[src/rtl/serial_adder.sv]
// Bit-serial LSB-first adder: one full-adder cell (two half adders plus carry register).
// Optional subtract mode is enabled by defining SERIAL_ADDER_SUB_EN.
module serial_adder #(
  parameter int WIDTH = 8
) (
  input  logic             clk,
  input  logic             rst,
  input  logic             start,
  input  logic [WIDTH-1:0] a,
  input  logic [WIDTH-1:0] b,
`ifdef SERIAL_ADDER_SUB_EN
  input  logic             sub,
`endif
  output logic             in_ready,
  output logic             busy,
  output logic             out_valid,
  input  logic             out_ready,
  output logic [WIDTH-1:0] sum,
  output logic             carry_out
);

  localparam int CW = $clog2(WIDTH + 1);
  localparam logic [CW-1:0] LAST = CW'(WIDTH - 1);

  typedef enum logic [1:0] {IDLE, SHIFT, DONE} state_t;

  state_t           state;
  logic [WIDTH-1:0] a_sh;
  logic [WIDTH-1:0] b_sh;
  logic             c;
  logic [CW-1:0]    cnt;

  logic [WIDTH-1:0] load_b;
  logic             load_c;
  logic [1:0]       ha0;
  logic [1:0]       ha1;
  logic             sum_bit;
  logic             carry_nxt;
  logic [WIDTH-1:0] sum_nxt;

  // Returns {carry, sum} of a single half adder.
  function automatic logic [1:0] half_add(input logic x, input logic y);
    return {x & y, x ^ y};
  endfunction

`ifdef SERIAL_ADDER_SUB_EN
  // Two's-complement subtract: invert B and inject a carry-in of one.
  assign load_b = sub ? ~b : b;
  assign load_c = sub;
`else
  assign load_b = b;
  assign load_c = 1'b0;
`endif

  assign ha0       = half_add(a_sh[0], b_sh[0]);
  assign ha1       = half_add(ha0[0], c);
  assign sum_bit   = ha1[0];
  assign carry_nxt = ha0[1] | ha1[1];
  assign sum_nxt   = WIDTH'({sum_bit, sum} >> 1);

  assign in_ready  = (state == IDLE);
  assign busy      = (state == SHIFT) || (state == DONE);
  assign out_valid = (state == DONE);

  always_ff @(posedge clk or posedge rst) begin
    if (rst) begin
      state     <= IDLE;
      a_sh      <= '0;
      b_sh      <= '0;
      c         <= 1'b0;
      cnt       <= '0;
      sum       <= '0;
      carry_out <= 1'b0;
    end else begin
      case (state)
        IDLE: begin
          if (start) begin
            a_sh  <= a;
            b_sh  <= load_b;
            c     <= load_c;
            cnt   <= '0;
            state <= SHIFT;
          end
        end
        SHIFT: begin
          c    <= carry_nxt;
          sum  <= sum_nxt;
          a_sh <= a_sh >> 1;
          b_sh <= b_sh >> 1;
          cnt  <= cnt + CW'(1);
          if (cnt == LAST) begin
            carry_out <= carry_nxt;
            state     <= DONE;
          end
        end
        DONE: begin
          if (out_ready) state <= IDLE;
        end
        default: state <= IDLE;
      endcase
    end
  end

endmodule

[config.mk]
export PLATFORM = sky130hd
export DESIGN_NAME = serial_adder
export DESIGN_NICKNAME = d
export VERILOG_FILES = /design/src/rtl/serial_adder.sv
export SDC_FILE = /design/constraint.sdc
export NUM_CORES = 1
export LEC_CHECK = 0
export CAP_MARGIN = 5
export CORE_MARGIN = 4
export CORE_UTILIZATION = 50
export CTS_CLUSTER_DIAMETER = 30
export CTS_CLUSTER_SIZE = 14
export DETAILED_ROUTE_END_ITERATION = 12
export PLACE_DENSITY = 0.79
export SLEW_MARGIN = 20
export SYNTH_ARGS = -nofsm -noshare
export SYNTH_HDL_FRONTEND = slang
export SYNTH_SLANG_ARGS = --single-unit
[constraint.sdc]
create_clock -name clk -period 2.49 [get_ports clk]
set_clock_uncertainty 0.1 [all_clocks]
set_input_delay 0.498 -clock clk [delete_from_list [all_inputs] [get_ports clk]]
set_output_delay 0.498 -clock clk [all_outputs]
set_load 0.005 [all_outputs]
# [After elaboration in Yosys (flattened, before gate mapping)]
# Cells that the tools add are included.
[totals] ff_bits=32 latch_bits=0 ramBits=0 romBits=0 out_inout_bits=12 n_memories=0
[classes] addsub=1 mul=0 div=0 order_cmp=0 n_eq_ne=6 shift=0 muxes=12 bitwise_logic=5 n_reduce_logical=6
[op_table] op="case mux 8 bit (2 select lines)" n=2
[op_table] op="2-to-1 mux 8 bit" n=2
[op_table] op="case mux 4 bit (2 select lines)" n=1
[op_table] op="2-to-1 mux 2 bit" n=3
[op_table] op="case mux 2 bit (3 select lines)" n=1
[op_table] op="adder 4 x 1 -> 4 bit (second input constant)" n=1
[op_table] op="equality test 4 x 3 -> 1 bit (second input constant)" n=1
[op_table] op="2-to-1 mux 4 bit" n=1
[op_table] op="inequality test 2 x 1 -> 1 bit (second input constant)" n=2
[op_table] op="AND reduction 2 bit" n=2
[op_table] op="AND reduction 3 bit" n=1
[op_table] op="bitwise AND 1 bit" n=2
[op_table] op="equality test 2 x 1 -> 1 bit (second input constant)" n=1
[op_table] op="equality test 2 bit (second input constant)" n=1
[op_table] op="zero test 2 bit" n=1
[op_table] op="inequality test 2 bit (second input constant)" n=1
[op_table] op="case mux 1 bit (2 select lines)" n=1
[op_table] op="nonzero test 2 bit" n=1
[op_table] op="bitwise XOR 1 bit" n=2
[op_table] op="logical OR 1 bit" n=1
[op_table] op="2-to-1 mux 1 bit" n=1
[op_table] op="OR 1 bit" n=1

# [Longest topological paths before layout]
# Gate-level depths: netlist (run 1).
[logic_depth] ltp_word=4 depth_mapped=8 ltp_nobuf=5

# [Least setup slack after synthesis (run 1)]
# No wires, ideal clock.
[synth_path] path_type="reg-to-reg" start="register state[0]" end="register state[0]" t_arrival_ps=1409 setup_slack_ps=856 path_stages_with_launch=5 path_buffers=0 path_cell_list="dfrtp_1 inv_1 ha_1 a222oi_1 mux2_2"
[synth_between] elab_chain_cells=3 elab_cells_between_ends=8 classes_between="eq/ne: 5; mux: 1; reduce/logical: 2"
[synth_rtl] element="from (decl)" line_no="27" source="state_t state;"
[synth_rtl] element="from (signal assigned)" line_no="67" source="state <= IDLE;"
[synth_rtl] element="from (signal assigned)" line_no="82" source="state <= SHIFT;"
[synth_rtl] element="from (signal assigned)" line_no="93" source="state <= DONE;"
[synth_rtl] element="zero test 2 bit (*)"
[synth_rtl] element="net in_ready" line_no="14" source="output logic in_ready,"
[synth_rtl] element="inequality test 2 bit (no source line)"
[synth_rtl] element="AND reduction 3 bit (no source line)"
# Mark *: on every way through the listed nets, which the timed path passes. The rest lies on a longest branch.
# A chain may end at the register's enable or synchronous reset.

# [Final worst setup path (run 1)]
[layout_path] start="register state[0]" end="output in_ready"
[layout_between] elab_chain_cells=1
[layout_rtl] element="zero test 2 bit" line_no="61" source="assign in_ready = (state == IDLE);"
[layout_rtl] element="to (decl)" line_no="14"
# No other way between the ends.

==> flow_summary.toml, run 1 <==
[yosys]
syn_inst = 129
netlist_top_cells_count = "32 x sky130_fd_sc_hd__dfrtp_1, 20 x sky130_fd_sc_hd__nand2_1, 17 x sky130_fd_sc_hd__o21ai_0"
synth.net_count = 155
async_sr_flop_fraction = 1.00
synth_edf_count = 0
syn_avg_cell_area_um2 = 11.5
predominant_post_synthesis_flop_cell = "sky130_fd_sc_hd__dfrtp_1"
synth_top_cell_by_area = "sky130_fd_sc_hd__dfrtp_1"
yosys.area.top_type_share = 0.541
synth_seq_cells = 32
post_synth_main_area_contributors = "sky130_fd_sc_hd__dfrtp_1 54%, sky130_fd_sc_hd__mux2i_1 10%, sky130_fd_sc_hd__mux2_2 8.4%"
synthMostInstantiatedCell = "sky130_fd_sc_hd__dfrtp_1"
portion_of_the_post_synthesis_area_used_by_sequential_elements = 0.541
synthesis.area_um2 = 1480
synthesis.yosys.warnings = 0
synth_cell_types = 19

[job]
cap_violations = 0

[setup_path]
critPathArrivalTime_ns = 1.70
required_ns = 1.89
cp-end-kind = "primary output"
timing.critical_path.fanout_max = 5
worst-setup-path-type = "reg -> out"
worstSetupStartpointType = "flop"

[route]
via_per_inst = 5.38
wl_mm = 2.73
drt.antenna.violating_nets = 0
drcViolationCount = 0
drt_pre_antenna_iters = 4
vias = 1050
wl_per_cell_um = 14.0
drt_iter0_markers = 39

[timing]
timing_max_transition_violations_final = 0
hold_viol_final = 0
hold_ws_ns = 0.390
layout_worst_path_cycle_share = 0.923
fin_crit_ns = 2.30
setup_viol = 0
tns_ns = 0
slew_headroom = 0.660
tightestPinTransition_ns = 0.500
maxClockFrequency_mhz = 435
unrepaired_setup_endpoints_after_global_routing = "false"

[cts]
clock_sink_count = 32
clockBufferDepth = 2
clock_latency_ns = 0.33
post_cts_repair_setup_buffers = 0
clockRootBuffer = "sky130_fd_sc_hd__clkbuf_4"
cts_buffers = 5
cts_resized = 0
cts_tree = "done"
clk_pin_slew_ns = 0.10
cts_hold_buffers = 0
clock_tree.htree_level_count = 2

[place]
dpl.hpwl_mm = 2.01
placement.io_buffers = 31
placement.cell_area_um2 = 1830
gp_congestion = 0.719

[power_and_ir_drop]
cellPowerDensity_nw_per_um2 = 1250
power.leakage_nw = 0.860
vdd_ir_drop_max_uv = 873

[global_routing]
antenna_found_initial = 0
grt_start_max_net_pins = 33
gr-total-overflow = 0
track_usage = 0.160
grt_pass1_vias = 1148
grt_first_pass_wirelength_mm = 4.95

[floorplanning]
fp-row-count = 19
floorplan.core_area_um2 = 2810
dieWidth_um = 62.4
start_util = 0.528
dieArea_um2 = 3900
die_height_um = 62.4
floorplan.io_pins = 32

[hold_path]
worstHoldPathType = "reg -> reg"

[final_layout]
final_layout_size_suffix_gt1_frac = 0.146
antenna_cells = 0
finish.utilization = 0.685
layout.nets = 189
final_cell_area_um2 = 1920
area.growth.synth_to_final_pct = 29.6

[run_status]
result_of_the_run = "finished clean"
[cell usage in the layout (no fill, tap or decap)]
cell type	count
sky130_fd_sc_hd__dfrtp_1	32
sky130_fd_sc_hd__clkdlybuf4s50_1	31
sky130_fd_sc_hd__nand2_1	20
sky130_fd_sc_hd__o21ai_0	17
sky130_fd_sc_hd__mux2i_1	14
sky130_fd_sc_hd__mux2_2	11
sky130_fd_sc_hd__inv_1	6
sky130_fd_sc_hd__ha_1	5
sky130_fd_sc_hd__clkbuf_4	5
sky130_fd_sc_hd__buf_4	4
sky130_fd_sc_hd__nand2b_1	3
sky130_fd_sc_hd__nand3_1	2
sky130_fd_sc_hd__a32o_1	2
sky130_fd_sc_hd__nand3b_1	2
sky130_fd_sc_hd__clkbuf_8	2
sky130_fd_sc_hd__mux2i_2	1
sky130_fd_sc_hd__a21oi_1	1
sky130_fd_sc_hd__o32ai_1	1
sky130_fd_sc_hd__a222oi_1	1
sky130_fd_sc_hd__nand4_1	1
sky130_fd_sc_hd__nand4b_1	1
sky130_fd_sc_hd__fa_1	1
sky130_fd_sc_hd__bufinv_16	1
[per-layer routing]
layer / vias to the layer above / global-route usage / wire length, um
li1: 512 / - / -
met5: - / 0 / 0
met4: 0 / 0.0551 / 35
met1: 503 / 0.179 / 1170
met3: 6 / 0.0647 / 135
met2: 29 / 0.276 / 1400
[path summary, 6_finish.rpt]
check / startpoint / end / slack [ns] / cells after the start
min reg2reg: b_sh[5] / b_sh[5] / 0.39 / 2
min in group asynchronous: rst / a_sh[7] / 0.44 / 3
min: b_sh[5] / b_sh[5] / 0.39 / 2
max in group asynchronous: rst / a_sh[4] / 1.56 / 3
max: state[0] / in_ready / 0.19 / 3
max reg2reg: state[1] / carry_out / 0.45 / 5
[critical path: stages (launching register included)]
cell and delay (ns):
sky130_fd_sc_hd__dfrtp_1 0.44, sky130_fd_sc_hd__inv_1 0.10, sky130_fd_sc_hd__ha_1 0.28, sky130_fd_sc_hd__clkdlybuf4s50_1 0.55
[power breakdown]
part,total (W),switching [W],internal [W],leakage (nW)
clock network,0.000443,0.000177,0.000267,0.0515
registers,0.000904,0.000146,0.000758,0.402
logic,0.00106,0.000481,0.000582,0.407
total,0.00241,0.000803,0.00161,0.860
[metrics by stage]
step	setup WS [ns]	total power [W]	cells
floorplan	0.856	0.00160	129
global placement	0.456	0.00193	187
detailed placement	0.342	0.00199	187
CTS	0.184	0.00243	195
global route	0.0713	0.00262	195
finish	0.192	0.00241	195
[cell families (layout without fill, tap and decap cells)]
kind of cell             Yosys count  after routing  share of synthesized area
AO/OA/AOI/OAI                     22             22                     0.0870
adder cells (fa/ha/maj)            6              6                     0.0557
buffers and inverters             14             49                     0.0414
flip-flops                        32             32                      0.541
multiplexers                      26             26                      0.185
AND/OR/NAND/NOR                   29             29                     0.0904
[registers in the layout (all words and copies together), names as in the netlist]
| name | count |
|---|---|
| c | 1 |
| carry_out | 1 |
| state | 2 |
| a_sh | 8 |
| sum | 8 |
| cnt | 4 |
| b_sh | 8 |
[cell type report]
class	count	area (um2)
clock buffer	7	65.1
clock inverter	1	30.0
fill	222	885
inverter	6	22.5
multi-input combinational	83	623
sequential	32	801
tap	31	38.8
timing repair buffer	35	340
No activity file was read; power rests on OpenSTA's default activity.
==> run 2: changes to the inputs <==
--- a/config.mk
+++ b/config.mk
@@ -12,6 +12,7 @@
 export CTS_CLUSTER_SIZE = 14
 export DETAILED_ROUTE_END_ITERATION = 12
 export PLACE_DENSITY = 0.79
+export SKIP_CTS_REPAIR_TIMING = 1
 export SLEW_MARGIN = 20
 export SYNTH_ARGS = -nofsm -noshare
 export SYNTH_HDL_FRONTEND = slang
==> results of run 2 <==
Final layout, timing and power as in run 1 (identical DEF).
==> run 3: changes to the inputs <==
--- a/config.mk
+++ b/config.mk
@@ -6,7 +6,6 @@
 export NUM_CORES = 1
 export LEC_CHECK = 0
 export CAP_MARGIN = 5
-export CORE_MARGIN = 4
 export CORE_UTILIZATION = 50
 export CTS_CLUSTER_DIAMETER = 30
 export CTS_CLUSTER_SIZE = 14
==> run 3 against run 2 <==
Net effect:
- combinational power about the same
- sequential share of layout area increased by 0.49 points
- die area fell by 18%
==> flow_summary.toml, run 3 (same netlist as run 1, synthesis figures left out) <==
[route]
drt.antenna.violating_nets = 0
drcViolationCount = 0
drt_pre_antenna_iters = 4
vias = 1043
wl_mm = 2.55
via_per_inst = 5.38
drt_iter0_markers = 25
wl_per_cell_um = 13.1

[floorplanning]
dieWidth_um = 56.4
floorplan.core_area_um2 = 2780
start_util = 0.533
dieArea_um2 = 3180
floorplan.io_pins = 32
fp-row-count = 19
die_height_um = 56.4

[timing]
tns_ns = 0
tightestPinTransition_ns = 0.441
setup_viol = 0
maxClockFrequency_mhz = 440
hold_viol_final = 0
slew_headroom = 0.706
layout_worst_path_cycle_share = 0.913
unrepaired_setup_endpoints_after_global_routing = "false"
fin_crit_ns = 2.27
timing_max_transition_violations_final = 0

[power_and_ir_drop]
vdd_ir_drop_max_uv = 1060
power.leakage_nw = 0.845
cellPowerDensity_nw_per_um2 = 1220

[run_status]
result_of_the_run = "finished clean"

[final_layout]
layout_common_cells = "32 x sky130_fd_sc_hd__dfrtp_1, 31 x sky130_fd_sc_hd__clkdlybuf4s50_1, 20 x sky130_fd_sc_hd__nand2_1"
multi_input_comb_area_um2 = 623
layout.cells.most_common = "sky130_fd_sc_hd__dfrtp_1"
finish.utilization = 0.682
antenna_cells = 0
fill_cells = 221
final_layout_size_suffix_gt1_frac = 0.141
largestRegisters = "a_sh x8, b_sh x8, sum x8"
area.sequential_um2 = 801
layout.nets = 188
area.growth.synth_to_final_pct = 28.1

[setup_path]
crit_family = "buffers and inverters"
cp-end-kind = "primary output"
slowest_cell_on_the_critical_path = "sky130_fd_sc_hd__clkdlybuf4s50_1"
crit_path_cell_trace = "inv_1 -> ha_1 -> clkdlybuf4s50_1"
cpPeakStageDelay_ns = 0.54
critPathArrivalTime_ns = 1.67
timing.critical_path.fanout_max = 5
worstSetupStartpointType = "flop"
required_ns = 1.89
cp.buffers_inverters = 2
worst-setup-path-type = "reg -> out"

[job]
cap_violations = 0

[hold_path]
worstHoldPathType = "reg -> reg"

[cts]
clk_pin_slew_ns = 0.10
cts_buffers = 5
clockRootBuffer = "sky130_fd_sc_hd__clkbuf_4"
cts_tree = "done"
clock_tree.htree_level_count = 2
clock_sink_count = 32
clockBufferDepth = 2
clock_latency_ns = 0.33

[global_routing]
track_usage = 0.193
gr-total-overflow = 0
grt_start_max_net_pins = 39
antenna_found_initial = 0
grt_pass1_vias = 1095
grt_first_pass_wirelength_mm = 4.64

[place]
dpl.hpwl_mm = 1.85
placement.io_buffers = 31
gp_congestion = 0.681
==> run 3: cell types whose count changed in the layout (fill, tap and decap cells not counted), sizes merged <==
cell and delta:
clkinv +1, clkbuf -2, clkinvlp +1, buf -1
==> run 3: tightest hold or removal path: cells and delay by family, from the launching register on <==
family             cells  cell delay [ns]
and+or+nand+nor        1             0.04
AOI/OAI and AO/OA      1             0.06
DFF                    1             0.35
==> run 3: report_power, final <==
part | internal [W] | leakage (nW) | total, W | switching, W
Combinational | 0.000565 | 0.402 | 0.00103 | 0.000466
Clock | 0.000209 | 0.0412 | 0.000388 | 0.000179
Sequential | 0.000758 | 0.402 | 0.000903 | 0.000145
Total | 0.00153 | 0.845 | 0.00232 | 0.000790
==> run 3: per-layer routing <==
| metal | wire (um) | share of wire | track usage |
|---|---|---|---|
| met1 | 1110 | 0.44 | 0.222 |
| met2 | 1270 | 0.50 | 0.328 |
| met3 | 113 | 0.044 | 0.0691 |
| met4 | 46 | 0.018 | 0.0732 |
| met5 | 0 | 0 | 0 |
==> run 3: final timing paths <==
kind | to | slack (ns) | depth (start not counted) | from
hold / removal | b_sh[1] | 0.39 | 2 | b_sh[1]
setup / recovery | in_ready | 0.22 | 3 | state[1]
min in group asynchronous | b_sh[4] | 0.43 | 3 | rst
max in group asynchronous | state[0] | 1.57 | 3 | rst
setup reg to reg | carry_out | 0.68 | 5 | state[1]
hold reg to reg | b_sh[1] | 0.39 | 2 | b_sh[1]
==> run 3: per-stage QoR <==
step | hold slack (ns) | instances | setup slack (ns) | total power [W] | cell area (um2)
final | 0.392 | 194 | 0.218 | 0.00232 | 1900
after global routing | 0.429 | 194 | 0.126 | 0.00252 | 1900
after CTS | 0.399 | 194 | 0.206 | 0.00235 | 1900
after detailed placement | 0.374 | 186 | 0.403 | 0.00196 | 1820
after global placement | 0.361 | 186 | 0.459 | 0.00190 | 1820
after floorplan | 0.350 | 129 | 0.856 | 0.00160 | 1480
==> run 3: final cells by class <==
| class | instances | share of cell area |
|---|---|---|
| Clock inverter | 3 | 0.0224 |
| Inverter | 6 | 0.0119 |
| Tap cell | 31 | 0.0204 |
| Sequential cell | 32 | 0.422 |
| Timing Repair Buffer | 34 | 0.175 |
| Clock buffer | 5 | 0.0198 |
| Multi-Input combinational cell | 83 | 0.328 |
